$ cat config.mk
export PLATFORM = sky130hd
export DESIGN_NAME = uart_tx_scheduler_flat
export DESIGN_NICKNAME = d
export VERILOG_FILES = /design/src/rtl/uart_tx_scheduler_if.sv /design/src/rtl/uart_tx_scheduler.sv /design/src/flat_wrapper.sv
export SDC_FILE = /design/constraint.sdc
export NUM_CORES = 1
export LEC_CHECK = 0
export CELL_PAD_IN_SITES_DETAIL_PLACEMENT = 1
export CELL_PAD_IN_SITES_GLOBAL_PLACEMENT = 2
export CORE_MARGIN = 8
export CORE_UTILIZATION = 29
export CTS_CLUSTER_SIZE = 14
export DETAILED_ROUTE_END_ITERATION = 7
export HOLD_SLACK_MARGIN = 0.08
export MAX_ROUTING_LAYER = met4
export PLACE_DENSITY_LB_ADDON = 0.1
export SLEW_MARGIN = 20
export SYNTH_ARGS = -nofsm -noshare
export SYNTH_HDL_FRONTEND = slang
export SYNTH_SLANG_ARGS = --single-unit
export TNS_END_PERCENT = 50
$ cat constraint.sdc
create_clock -name clk -period 2.4 [get_ports clk]
set_input_delay 0.36 -clock clk [delete_from_list [all_inputs] [get_ports clk]]
set_output_delay 0.36 -clock clk [all_outputs]
set_load 0.1 [all_outputs]
$ cat src/rtl/uart_tx_scheduler_if.sv
// Purpose: bundle of request, transmitter and status signals for uart_tx_scheduler.
// Latency: none; this is wiring only.
// Backpressure: tx_ready/tx_done from the transmitter gate the scheduler; requesters are never stalled.
// Ports: master = request/transmitter side (drives requests, tx_ready, tx_done, ovr_clr);
//        slave  = scheduler (drives tx_start, tx_data, grant, pending, overrun, timeout).
interface uart_tx_scheduler_if #(
    parameter int N  = 4,
    parameter int DW = 8
);
    logic [N-1:0]    req_pulse;
    logic [N*DW-1:0] req_data;
    logic            tx_ready;
    logic            tx_done;
    logic            ovr_clr;
    logic            tx_start;
    logic [DW-1:0]   tx_data;
    logic [N-1:0]    grant;
    logic [N-1:0]    pending;
    logic [N-1:0]    overrun;
    logic            timeout;

    modport master (
        output req_pulse, req_data, tx_ready, tx_done, ovr_clr,
        input  tx_start, tx_data, grant, pending, overrun, timeout
    );

    modport slave (
        input  req_pulse, req_data, tx_ready, tx_done, ovr_clr,
        output tx_start, tx_data, grant, pending, overrun, timeout
    );
endinterface

$ cat src/rtl/uart_tx_scheduler.sv
// Purpose: round-robin arbiter sharing one UART transmitter among N pulse requesters.
// Latency: req_pulse in cycle 0 -> tx_start/grant in cycle 2; tx_done in k -> next tx_start earliest k+2.
// Backpressure: waits for tx_ready in IDLE and tx_done in BUSY (watchdog abort); extra requests set overrun.
// Ports: clk, rst (sync, active-high); bus (slave modport) carries req_pulse/req_data/tx_ready/
//        tx_done/ovr_clr in and tx_start/tx_data/grant/pending/overrun/timeout out, all registered.
module uart_tx_scheduler #(
    parameter int N       = 4,
    parameter int DW      = 8,
    parameter int TIMEOUT = 20000
) (
    input  logic               clk,
    input  logic               rst,
    uart_tx_scheduler_if.slave bus
);
    localparam int IW     = (N > 1) ? $clog2(N) : 1;
    localparam int CW_RAW = $clog2(TIMEOUT + 1);
    localparam int CW     = (CW_RAW > 0) ? CW_RAW : 1;
    localparam logic [CW-1:0] CNT_LAST = (TIMEOUT > 0) ? CW'(TIMEOUT - 1) : '0;
    localparam logic [IW-1:0] IDX_LAST = IW'(N - 1);

    typedef enum logic [1:0] {S_IDLE, S_START, S_BUSY} state_t;

    state_t        state_q, state_d;
    logic [IW-1:0] sel_q, sel_d;
    logic [IW-1:0] ptr_q, ptr_d;
    logic [CW-1:0] cnt_q, cnt_d;
    logic [N-1:0]  pending_q, pending_d;
    logic [N-1:0]  overrun_q, overrun_d;
    logic [N-1:0]  grant_q, grant_d;
    logic [DW-1:0] slot_q [N];
    logic [DW-1:0] slot_d [N];
    logic [DW-1:0] tx_data_q, tx_data_d;
    logic          tx_start_q, tx_start_d;
    logic          timeout_q, timeout_d;

    logic [IW-1:0] win, win_hi, win_lo;
    logic          found_hi;
    logic [N-1:0]  clr_vec;

    // Rotating priority: lowest pending index at or above ptr, else lowest pending index overall
    // (that is the wrap-around part of the scan). Works for any N, power of two or not.
    always_comb begin
        win_hi   = '0;
        win_lo   = '0;
        found_hi = 1'b0;
        for (int i = N - 1; i >= 0; i--) begin
            if (pending_q[i]) begin
                win_lo = IW'(i);
                if (i >= int'(ptr_q)) begin
                    win_hi   = IW'(i);
                    found_hi = 1'b1;
                end
            end
        end
        win = found_hi ? win_hi : win_lo;
    end

    // Slot being handed to the transmitter this cycle; its pending bit drops at the end of START.
    always_comb begin
        clr_vec = '0;
        if (state_q == S_START) clr_vec[sel_q] = 1'b1;
    end

    always_comb begin
        state_d   = state_q;
        sel_d     = sel_q;
        ptr_d     = ptr_q;
        cnt_d     = cnt_q;
        tx_data_d = tx_data_q;
        pending_d = pending_q;
        slot_d    = slot_q;
        // A fresh overrun below overrides the clear in the same cycle.
        overrun_d = bus.ovr_clr ? '0 : overrun_q;

        case (state_q)
            S_IDLE: begin
                if ((|pending_q) && bus.tx_ready) begin
                    state_d   = S_START;
                    sel_d     = win;
                    tx_data_d = slot_q[win];
                end
            end
            S_START: begin
                state_d = S_BUSY;
                cnt_d   = '0;
            end
            S_BUSY: begin
                if (bus.tx_done || ((TIMEOUT != 0) && (cnt_q == CNT_LAST))) begin
                    state_d = S_IDLE;
                    ptr_d   = (sel_q == IDX_LAST) ? '0 : sel_q + 1'b1;
                end else begin
                    cnt_d = cnt_q + 1'b1;
                end
            end
            default: state_d = S_IDLE;
        endcase

        for (int i = 0; i < N; i++) begin
            if (clr_vec[i]) pending_d[i] = 1'b0;
            if (bus.req_pulse[i]) begin
                // A slot being started this cycle is free to accept a refill.
                if (!pending_q[i] || clr_vec[i]) begin
                    pending_d[i] = 1'b1;
                    slot_d[i]    = bus.req_data[i*DW +: DW];
                end else begin
                    overrun_d[i] = 1'b1;
                end
            end
        end

        // Outputs are computed for the next state so they can be registered.
        tx_start_d = (state_q == S_IDLE) && (state_d == S_START);
        grant_d    = '0;
        if (state_d != S_IDLE) grant_d[sel_d] = 1'b1;
        // Counter value cnt_d lands in the next cycle; timeout is high in the last BUSY cycle.
        timeout_d  = (TIMEOUT != 0) && (state_d == S_BUSY) && (cnt_d == CNT_LAST);
    end

    always_ff @(posedge clk) begin
        if (rst) begin
            state_q    <= S_IDLE;
            sel_q      <= '0;
            ptr_q      <= '0;
            cnt_q      <= '0;
            pending_q  <= '0;
            overrun_q  <= '0;
            grant_q    <= '0;
            tx_data_q  <= '0;
            tx_start_q <= 1'b0;
            timeout_q  <= 1'b0;
            for (int i = 0; i < N; i++) slot_q[i] <= '0;
        end else begin
            state_q    <= state_d;
            sel_q      <= sel_d;
            ptr_q      <= ptr_d;
            cnt_q      <= cnt_d;
            pending_q  <= pending_d;
            overrun_q  <= overrun_d;
            grant_q    <= grant_d;
            tx_data_q  <= tx_data_d;
            tx_start_q <= tx_start_d;
            timeout_q  <= timeout_d;
            slot_q     <= slot_d;
        end
    end

    assign bus.tx_start = tx_start_q;
    assign bus.tx_data  = tx_data_q;
    assign bus.grant    = grant_q;
    assign bus.pending  = pending_q;
    assign bus.overrun  = overrun_q;
    assign bus.timeout  = timeout_q;
endmodule

$ cat src/flat_wrapper.sv
// flat-port wrapper written by rule: the top's interface ports become plain ports
module uart_tx_scheduler_flat 
#(
    parameter int N       = 4,
    parameter int DW      = 8,
    parameter int TIMEOUT = 20000
)
  (clk, rst, bus_req_pulse, bus_req_data, bus_tx_ready, bus_tx_done, bus_ovr_clr, bus_tx_start, bus_tx_data, bus_grant, bus_pending, bus_overrun, bus_timeout);
  uart_tx_scheduler_if #(.N(N), .DW(DW)) bus_i ();
  input  logic clk;
  input  logic rst;
  input wire logic [$bits(bus_i.req_pulse)-1:0] bus_req_pulse;
  input wire logic [$bits(bus_i.req_data)-1:0] bus_req_data;
  input wire logic [$bits(bus_i.tx_ready)-1:0] bus_tx_ready;
  input wire logic [$bits(bus_i.tx_done)-1:0] bus_tx_done;
  input wire logic [$bits(bus_i.ovr_clr)-1:0] bus_ovr_clr;
  output wire logic [$bits(bus_i.tx_start)-1:0] bus_tx_start;
  output wire logic [$bits(bus_i.tx_data)-1:0] bus_tx_data;
  output wire logic [$bits(bus_i.grant)-1:0] bus_grant;
  output wire logic [$bits(bus_i.pending)-1:0] bus_pending;
  output wire logic [$bits(bus_i.overrun)-1:0] bus_overrun;
  output wire logic [$bits(bus_i.timeout)-1:0] bus_timeout;
  assign bus_i.req_pulse = bus_req_pulse;
  assign bus_i.req_data = bus_req_data;
  assign bus_i.tx_ready = bus_tx_ready;
  assign bus_i.tx_done = bus_tx_done;
  assign bus_i.ovr_clr = bus_ovr_clr;
  assign bus_tx_start = bus_i.tx_start;
  assign bus_tx_data = bus_i.tx_data;
  assign bus_grant = bus_i.grant;
  assign bus_pending = bus_i.pending;
  assign bus_overrun = bus_i.overrun;
  assign bus_timeout = bus_i.timeout;
  uart_tx_scheduler #(.N(N), .DW(DW), .TIMEOUT(TIMEOUT)) u_core (.clk(clk), .rst(rst), .bus(bus_i));
endmodule
==> results.md <==
* Post-detailed-route count of antenna-violating nets at 0
* Number of clock buffers inserted by TritonCTS at 9
* Part of the total power dissipated in the clock network at 40.6%
* Internal power contribution at 2.37 mW
* Sequential cell area fraction in the yosys report at 43.6%
* Average cell area after synthesis at 9.13 sq um
* Resize count post-CTS at 0
* DRC at 0
* Count of input and output buffers at 62
* Endpoint of the worst-slack reg-to-reg timing path: u_core.bus.timeout$_SDFF_PP0_
* Standard-cell row count at 39
* Worst path slowest cell: sky130_fd_sc_hd__or4_4
* Met3 Track Usage GR at 4.88%
* Lkg Pwr at 1.95 nW
* Post-CTS Hold Fix Bufs at 0
* IO Count at 63
* Post-synth top flop: sky130_fd_sc_hd__dfxtp_1
* Fmax achieved at 442 MHz
* DP Wirelength at 7.48 mm
* Setup TNS at 0 ps
* Width of the chip at 125 um
* Count of TritonRoute iterations in the first routing pass at 4
* Worst hold slack at 376 ps
* Stage delay of the slowest cell on the critical path at 510 ps
* Register-to-register setup slack at 140 ps
* Ratio of total power to cell area at 737 nW/um^2
* Worst R2R Path Depth at 7
* Post-Synthesis Cells at 377
* Routed WL per cell at 16.3 um
* Global-route wire length before repair at 16.3 mm
* Switching Power at 1.01 mW
* Most common cell after layout, fill and taps aside: sky130_fd_sc_hd__nor2_1
* CP startpoint kind: flip-flop
* Maxcap violations at 0
* Growth of design area from synthesis to finish at 33.3%
* Total of flip-flops plus latches after synthesis at 75
* Required time reported for the critical path endpoint at 2670 ps
* Share of synthesized registers carrying an async set or reset at 0%
* Min Tclk post-route at 2260 ps
* Critical path class: reg2reg
* Routed WL at 9.83 mm
* Last element of the critical path: u_core.bus.timeout$_SDFF_PP0_
* Worst clock skew on the final layout at 6.06 ps
* Drt first-iter violations at 121
* Final GP Congestion at 0.803
* Floorplan Core Area at 11500 sq um
* Final Hold Vio Count at 0
* Sequential fraction of design power at 40.0%
* Max Root-Sink Buffers at 2
* Headroom to the max-slew limit at 65.3%
* Via count of the routed design at 2903
* Data arrival at the endpoint of the critical path at 2530 ps
* Number of enable-type register cells in the synthesized netlist at 0
* Clock Root Buffer: sky130_fd_sc_hd__clkbuf_16
* Fraction of power spent switching nets at 30.0%
* Vert. Die Dim at 125 um
* Clk sinks at 75
* Layout cells sized above 1 at 15.7%
* Largest net degree at the start of global routing at 41
* Synthesized netlist net count at 427
* Number of antenna violations at the first check in global routing at 0
* Htree depth at 3
* Clk Latency, worst-skew pair at 350 ps
* Run status: finished, final reports clean
* Effective utilization at floorplan at 29.9%
* Synthesis Warnings at 0
* Setup crit start: u_core.cnt_q[0]$_SDFF_PP0_
* Cell Chain, Critical Path: ha_1 > and4_1 > and4_4 > or4_4 > a21o_1 > nor4_2 > nor4b_2
* Number of max-slew violations in the final report at 0
* # Post-CTS Setup Buffers at 0
* Average via count per standard cell at 4.82
* Busiest grt layer: met2
* Design area at 4590 sq um
* Class of the most critical hold timing path: in2reg
* Cell area after placement at 4260 sq um
* Leading cell types in the layout, fill and taps excluded: sky130_fd_sc_hd__nor2_1, sky130_fd_sc_hd__dfxtp_1, sky130_fd_sc_hd__mux2i_1, sky130_fd_sc_hd__buf_4, sky130_fd_sc_hd__clkdlybuf4s50_1
* Antenna diode count at 0
* Worst Max-Slew Pin Slew at 518 ps
* Global routing usage on met2 at 21.8%
* CP Capture Type: flip-flop
* Met1 track demand over resource at 15.6%
* Netlist cell types at 46
* Overall global routing resource usage at 13.7%
* Logic pwr share at 19.4%
* CTS tree: built
* Residual overflow from global routing at 0
* Via count of the first global-routing pass at 3013
* IR drop worst, VDD at 0.367 mV
* Post-synth design cell area at 3440 sq um
* Clock slew at reported path FFs at 60 ps
* Biggest fanout along the worst timing path at 5
* Post-layout util at 39.8%
* Period utilization at 94.4%
* Reg-to-Reg Start: u_core.cnt_q[0]$_SDFF_PP0_
* Number of failing setup endpoints in the final timing report at 0
* Full die area at 15600 sq um
* Fin nets at 504
==> worst min path at each step <==
stage | from | depth (start not counted) | end | slack, ps
2_1_floorplan | u_core.ptr_q[0]$_SDFFE_PP0P_ | 2 | u_core.ptr_q[0]$_SDFFE_PP0P_ | 450
3_3_place_gp | u_core.bus.tx_data[1]$_SDFFE_PP0P_ | 2 | u_core.bus.tx_data[1]$_SDFFE_PP0P_ | 460
3_5_place_dp | u_core.ptr_q[0]$_SDFFE_PP0P_ | 2 | u_core.ptr_q[0]$_SDFFE_PP0P_ | 460
4_1_cts | rst | 2 | u_core.state_q[1]$_SDFF_PP0_ | 370
5_1_grt | rst | 2 | u_core.slot_q[30]$_SDFFE_PP0P_ | 390
6_report | rst | 2 | u_core.state_q[1]$_SDFF_PP0_ | 380
==> synth_stat cells, types with 2 or more instances <==
library cell               count  area share, %
sky130_fd_sc_hd__a21oi_1      13            1.9
sky130_fd_sc_hd__nor4b_2       2           0.87
sky130_fd_sc_hd__a41oi_1       3           0.76
sky130_fd_sc_hd__and3_1        5           0.91
sky130_fd_sc_hd__mux2i_1      51             15
sky130_fd_sc_hd__nand3_1       4           0.58
sky130_fd_sc_hd__nand2b_1     13            2.4
sky130_fd_sc_hd__dfxtp_1      75             44
sky130_fd_sc_hd__and4b_1       2           0.58
sky130_fd_sc_hd__xnor2_1       7            1.8
sky130_fd_sc_hd__inv_1         6           0.65
sky130_fd_sc_hd__nor2_1       76            8.3
sky130_fd_sc_hd__xor2_1        6            1.5
sky130_fd_sc_hd__ha_1          9            3.3
sky130_fd_sc_hd__or4_1         2           0.44
sky130_fd_sc_hd__a21boi_0      4           0.87
sky130_fd_sc_hd__nand4_1       4           0.73
sky130_fd_sc_hd__nor3b_1       4           0.87
sky130_fd_sc_hd__o221ai_1      9            2.3
sky130_fd_sc_hd__a31oi_1       2           0.36
sky130_fd_sc_hd__nor4_1        3           0.55
sky130_fd_sc_hd__or3_1         2           0.36
sky130_fd_sc_hd__nand2_1      27            2.9
sky130_fd_sc_hd__nor2b_1       7            1.3
sky130_fd_sc_hd__clkbuf_1     11            1.2
sky130_fd_sc_hd__nor3_1        4           0.58
sky130_fd_sc_hd__buf_2         4           0.58
sky130_fd_sc_hd__o21ai_0       4           0.58
==> area by class of cell <==
| type | count | area (sq um) |
|---|---|---|
| Clock inverter | 7 | 75.1 |
| Timing Repair Buffer | 83 | 718 |
| Multi-Input combinational cell | 279 | 1860 |
| Tap cell | 143 | 179 |
| Clock buffer | 9 | 225 |
| Inverter | 6 | 22.5 |
| Sequential cell | 75 | 1500 |
| Fill cell | 1326 | 6930 |
==> sequential cells by signal, summed over array words and instances, names as in the netlist <==
name and flops:
u_core.bus.tx_data 8, u_core.bus.grant 4, u_core.cnt_q 15, u_core.slot_q 32, u_core.ptr_q 2, u_core.bus.overrun 4, u_core.sel_q 2, u_core.state_q 2
u_core.bus.tx_start 1, u_core.bus.timeout 1, u_core.bus.pending 4
==> power groups by stage <==
stage	sequential, mW	clock [mW]	combinational, mW
floorplan	1.54	0	0.258
finish	1.35	1.37	0.655
global route	1.36	1.48	0.711
detailed placement	1.38	0	0.659
global placement	1.38	0	0.654
CTS	1.35	1.44	0.662
==> per-stage QoR <==
step	std cells	setup slack, ps	power, mW
4_1_cts	602	61.5	3.45
3_5_place_dp	586	-13.3	2.04
3_3_place_gp	586	76.5	2.03
5_1_grt	602	-16.1	3.55
2_1_floorplan	377	13.1	1.80
6_report	602	136	3.38
==> layer usage <==
metal	vias to the layer above	part of all wire [%]
met5	-	0
met4	0	1.6
li1	1462	-
met3	13	4.0
met2	45	48
met1	1383	46
==> cells by family after synthesis <==
family,Yosys count,share of synthesized area (%)
AND/OR/NAND/NOR,160,22.7
flip-flops,75,43.6
multiplexers,52,15.2
AO/OA/AOI/OAI,45,9.06
buffers and inverters,23,2.87
XOR/XNOR,13,3.31
adder cells (fa/ha/maj),9,3.27
==> worst max-delay path, delay by kind of cell, from the launching register on <==
| kind | cells | cell delay [ps] |
|---|---|---|
| simple gates | 5 | 1400 |
| flops | 1 | 350 |
| compound gates | 1 | 200 |
| fa+ha+maj | 1 | 220 |
No activity file was read; power rests on OpenSTA's default activity.
